[config.mk]
export PLATFORM = sky130hd
export DESIGN_NAME = view_controller
export DESIGN_NICKNAME = d
export VERILOG_FILES = /design/src/rtl/view_controller.sv
export SDC_FILE = /design/constraint.sdc
export NUM_CORES = 1
export LEC_CHECK = 0
export ABC_AREA = 1
export CAP_MARGIN = 40
export CORE_MARGIN = 1.5
export CORE_UTILIZATION = 60
export CTS_CLUSTER_DIAMETER = 200
export DETAILED_ROUTE_END_ITERATION = 8
export DONT_BUFFER_PORTS = 1
export HOLD_SLACK_MARGIN = 0.02
export PLACE_DENSITY = 0.86
export SYNTH_ARGS = -nofsm -noshare
export SYNTH_HDL_FRONTEND = slang
export SYNTH_SLANG_ARGS = --single-unit
[constraint.sdc]
create_clock -name cp -period 4 [get_ports cp]
set_input_delay 0.8 -clock cp [delete_from_list [all_inputs] [get_ports cp]]
set_output_delay 0.8 -clock cp [all_outputs]
set_load 0.1 [all_outputs]
[src/rtl/view_controller.sv]
// Display/LED formatter for the washing-machine controller: turns the machine state and the
// packed status word into three registered digit codes and a registered indicator-lamp bank.
module view_controller #(
    parameter int unsigned BLINK_DIV = 25_000_000,
    parameter logic [5:0]  BLANK     = 6'd63
) (
    input  logic        cp,
    input  logic        nCR,
    input  logic [2:0]  state,
    input  logic [25:0] msg,
    output logic [5:0]  showLeft,
    output logic [5:0]  showMiddle,
    output logic [5:0]  showRight,
    output logic [9:0]  LEDMsg
);
    localparam int unsigned   CW      = (BLINK_DIV > 1) ? $clog2(BLINK_DIV) : 1;
    localparam logic [CW-1:0] CNT_MAX = CW'(BLINK_DIV - 1);

    typedef enum logic [2:0] {
        ST_OFF   = 3'd0,
        ST_SET   = 3'd1,
        ST_RUN   = 3'd2,
        ST_PAUSE = 3'd3,
        ST_DONE  = 3'd4
    } mstate_e;

    mstate_e    st;
    logic [2:0] prog, wash_rem, rinse_rem, spin_rem, status, cur_rem;
    logic [3:0] total_rem, water;
    logic       unused_reserved;

    assign st              = mstate_e'(state);
    assign prog            = msg[25:23];
    assign total_rem       = msg[22:19];
    assign wash_rem        = msg[18:16];
    assign rinse_rem       = msg[15:13];
    assign spin_rem        = msg[12:10];
    assign water           = msg[9:6];
    assign unused_reserved = ^msg[5:3];
    assign status          = msg[2:0];

    // The phase currently running is the first non-empty one in wash -> rinse -> spin order.
    assign cur_rem = (wash_rem != 3'd0)  ? wash_rem  :
                     (rinse_rem != 3'd0) ? rinse_rem : spin_rem;

    logic [CW-1:0] cnt_q, cnt_d;
    logic          blink_on_q, blink_on_d;
    logic [5:0]    left_q, left_d, mid_q, mid_d, right_q, right_d;
    logic [9:0]    led_q, led_d;

    // NOTE: every signal assigned in an always_comb gets a default first, so no path leaves
    // it unassigned and no latch is inferred.
    always_comb begin
        cnt_d      = '0;
        blink_on_d = 1'b1;
        if (st == ST_PAUSE) begin
            if (cnt_q == CNT_MAX) begin
                cnt_d      = '0;
                blink_on_d = ~blink_on_q;
            end else begin
                cnt_d      = cnt_q + CW'(1);
                blink_on_d = blink_on_q;
            end
        end
    end

    always_comb begin
        left_d  = BLANK;
        mid_d   = BLANK;
        right_d = BLANK;
        case (st)
            ST_SET: begin
                left_d  = {3'b000, prog};
                mid_d   = {2'b00, water};
                right_d = {2'b00, total_rem};
            end
            ST_RUN: begin
                left_d  = {2'b00, total_rem};
                mid_d   = {3'b000, cur_rem};
                right_d = {2'b00, water};
            end
            ST_PAUSE: begin
                if (blink_on_q) begin
                    left_d  = {2'b00, total_rem};
                    mid_d   = {3'b000, cur_rem};
                    right_d = {2'b00, water};
                end
            end
            ST_DONE: begin
                left_d  = 6'd0;
                mid_d   = 6'd0;
                right_d = 6'd0;
            end
            default: ;
        endcase
    end

    logic power, lamps_en, all_zero;

    always_comb begin
        power    = st inside {ST_SET, ST_RUN, ST_PAUSE, ST_DONE};
        lamps_en = st inside {ST_SET, ST_RUN, ST_PAUSE};
        all_zero = (total_rem == 4'd0) && (wash_rem == 3'd0) &&
                   (rinse_rem == 3'd0) && (spin_rem == 3'd0);
        led_d    = {power,
                    st == ST_RUN,
                    st == ST_PAUSE,
                    (st == ST_DONE) || ((st == ST_RUN) && all_zero),
                    lamps_en && (wash_rem != 3'd0),
                    lamps_en && (rinse_rem != 3'd0),
                    lamps_en && (spin_rem != 3'd0),
                    power ? status : 3'b000};
    end

    // NOTE: state registers use non-blocking assignments so every flop samples the values
    // from before the edge, independent of process evaluation order.
    always_ff @(posedge cp or negedge nCR) begin
        if (!nCR) begin
            cnt_q      <= '0;
            blink_on_q <= 1'b1;
            left_q     <= BLANK;
            mid_q      <= BLANK;
            right_q    <= BLANK;
            led_q      <= '0;
        end else begin
            cnt_q      <= cnt_d;
            blink_on_q <= blink_on_d;
            left_q     <= left_d;
            mid_q      <= mid_d;
            right_q    <= right_d;
            led_q      <= led_d;
        end
    end

    assign showLeft   = left_q;
    assign showMiddle = mid_q;
    assign showRight  = right_q;
    assign LEDMsg     = led_q;

endmodule

==> results.yml <==
timing:
  setup_viol: 0
  fin_crit_ns: 2.669
  fin_skew_ns: 0.005123
  timing.hold.ws_ns: 0.1700
  fmax_mhz: 374.6
  hold_viol_final: 0
  rsz0062_at_grt: "no"
  worst_slack_ns: 1.331
  post-route-period-util_pct: 66.73
  relSlewSlack_pct: 41.44
  finalSetupTns_ns: 0
  report.final.slew_viol_count: 0
  worstMarginPinSlew_ns: 0.8791
clock_network:
  cts_buffer_depth: 2
  holdBufCountCts: 0
  ctsRootBufferMaster: "clkbuf_8"
  cts_resized: 0
  cts_sinks: 49
  cts_tree: "yes"
  numCtsBuffers: 5
  h-tree-depth: 2
  clock_latency_ns: 0.31
  postCtsSetupRepairBufs: 0
  clk_pin_slew_ns: 0.09
drt:
  wirelength_um: 5159
  wl_per_cell_um: 14.25
  final_antenna_net_count: 0
  drt_pre_antenna_iters: 4
  drc: 0
  via_per_inst: 5.519
  drtIter0Drc: 138
  num_vias: 1998
synth:
  netlist.area_leader.share_pct: 34.40
  yosysTopAreaCell: "dfrtp_1"
  synth_area_sq_mm: 0.002546
  yosysWarnings: 0
  synthCells: 308
  synthFlopType: "dfrtp_1"
  synthArstFlopShare_pct: 100.0
  synth_nets: 340
  syn_avg_cell_area_sq_um: 8.267
  ys_ff_latch: 49
  yosysSeqAreaShare_pct: 48.85
  yosysUniqueCellTypes: 29
  synthTopCellsByCount: "nand2_1 (68), nor2_1 (52), dfrtp_1 (35)"
  synth_area_leaders: "dfrtp_1 (34%), dfstp_2 (14%), nand2_1 (10%)"
  yosysMostFrequentCell: "nand2_1"
  synth_edf_count: 0
global_route:
  grtUsageMet1_pct: 29.53
  grt-busiest-layer: "met2"
  grt_pass1_vias: 2008
  grt_max_degree: 50
  grt_first_pass_wirelength_um: 8597
  antenna_found_initial: 0
  grt.total_usage_pct: 25.13
  grt_util_met2_pct: 43.93
  grt_use_met3_pct: 6.743
  grt-ovfl-total: 0
critical_path:
  required_ns: 3.20
  criticalPathCategory: "reg2out"
  crit_path_end_kind: "primary output"
  worstReg2RegStart: "cnt_q[0]"
  endpoint: "showLeft[5]"
  cp_slowest_cell: "dfstp_4"
  cp.arrival_ns: 1.87
  r2r_slack_ns: 2.37
  reg2reg_depth: 8
  critPathMaxFanout: 6
  cp_num_cells: 1
  crit_buf_inv: 1
  cpPeakStageDelay_ns: 1.13
  path_cells: "buf_4"
  regToRegEndpoint: "cnt_q[12]"
  cp-start-kind: "flop"
  critical_path.startpoint: "showRight[4]"
  cp_top_family: "flip-flops"
worst_hold_path:
  min_path_type: "in2async"
finish:
  antennaDiodeCount: 0
  synthToLayoutAreaGrowth_pct: 5.209
  nFillCells: 322
  layout-drive-gt1-share_pct: 18.91
  layoutNonFillerInstCount: 362
  fin_nets: 343
die:
  core.rowCount: 23
  die-area_sq_mm: 0.004644
  die_w_um: 68.15
  fp.dieH_um: 68.15
  core_sq_mm: 0.004029
  start_util_pct: 63.20
  io_pins: 59
power_and_ir_drop:
  p_leak_nw: 1.106
  pwr_density_cell_mw_per_mm2: 406.0
  peakVddDrop_v: 0.0003447
placed_design:
  gp_congestion: 0.9142
  dp.cells: 354
  pre_cts_slack_ns: 1.670
  hpwl_um: 3796
  port_buffers: 0
flow_run:
  maxCapViolCount: 0
outcome:
  status: "complete, no violations"
-- worst register-to-register path, delay by kind of cell (launching register included) --
kind / cells / cell delay (ns)
AND/OR/NAND/NOR: 6 / 0.71
buffers and inverters: 1 / 0.19
flip-flops: 1 / 0.42
adder cells (fa/ha/maj): 1 / 0.20
-- placed cells by master, fill, tap and decap left out, types with 2 or more instances in the layout --
master,n
nand2_1,68
nor2_1,52
dfrtp_1,35
inv_1,34
nor2_2,14
nand3_1,14
dfstp_2,13
o21ai_0,9
nor3_1,8
xor2_1,8
nor2_4,7
a22oi_1,6
a21oi_1,5
clkbuf_8,5
nand3_2,4
nand2_2,4
xnor2_1,4
nand4_1,3
buf_4,3
inv_2,2
o21ai_2,2
a31oi_1,2
-- metrics by stage --
stage	total power [mW]	instance area (sq um)	utilization [%]
3_3_place_gp	0.7626	2572	63.85
4_1_cts	1.091	2679	66.49
3_5_place_dp	0.7641	2572	63.85
2_1_floorplan	0.7562	2546	-
5_1_grt	1.115	2679	66.49
6_report	1.088	2679	66.49
-- worst min-delay path by stage --
| stage | from | to | slack, ns | cells after the start |
|---|---|---|---|---|
| 2_1_floorplan | cnt_q[0] | cnt_q[0] | 0.46 | 1 |
| 3_5_place_dp | blink_on_q | blink_on_q | 0.47 | 2 |
| 6_report | nCR | cnt_q[12] | 0.17 | 0 |
| 3_3_place_gp | blink_on_q | blink_on_q | 0.47 | 2 |
| 5_1_grt | nCR | cnt_q[12] | 0.16 | 0 |
| 4_1_cts | nCR | cnt_q[12] | 0.17 | 0 |
-- state kept, by name (all words and copies together) (netlist names) --
signal	cells
showMiddle	4
showLeft	4
showRight	5
blink_on_q	1
LEDMsg	10
cnt_q	25
-- where the power goes --
group	switching (mW)	total (mW)	internal, mW
Clock	0.170	0.333	0.163
Sequential	0.163	0.691	0.528
Combinational	0.0477	0.0641	0.0163
-- cell families after synthesis --
kind of cell / count (synthesis) / synth area share (%)
buf+inv: 45 / 8.157
simple gates: 176 / 32.33
xor+xnor: 12 / 4.128
flops: 49 / 48.85
fa+ha+maj: 1 / 0.4913
compound gates: 25 / 6.044
-- routing by layer --
metal,vias up,wire [um]
met5,-,0
met4,0,85
met2,82,2621
met3,10,381
met1,940,2070
li1,966,-
-- area by class of cell --
type	instances	area (sq um)	share of cell area, %
Clock inverter	1	8.758	0.3269
Tap cell	50	62.56	2.335
Inverter	38	145.1	5.418
Multi-Input combinational cell	214	1095	40.87
Sequential cell	49	1247	46.57
Clock buffer	7	97.59	3.643
Timing Repair Buffer	3	22.52	0.8407
Note: power is estimated with default switching activity, not from simulation.
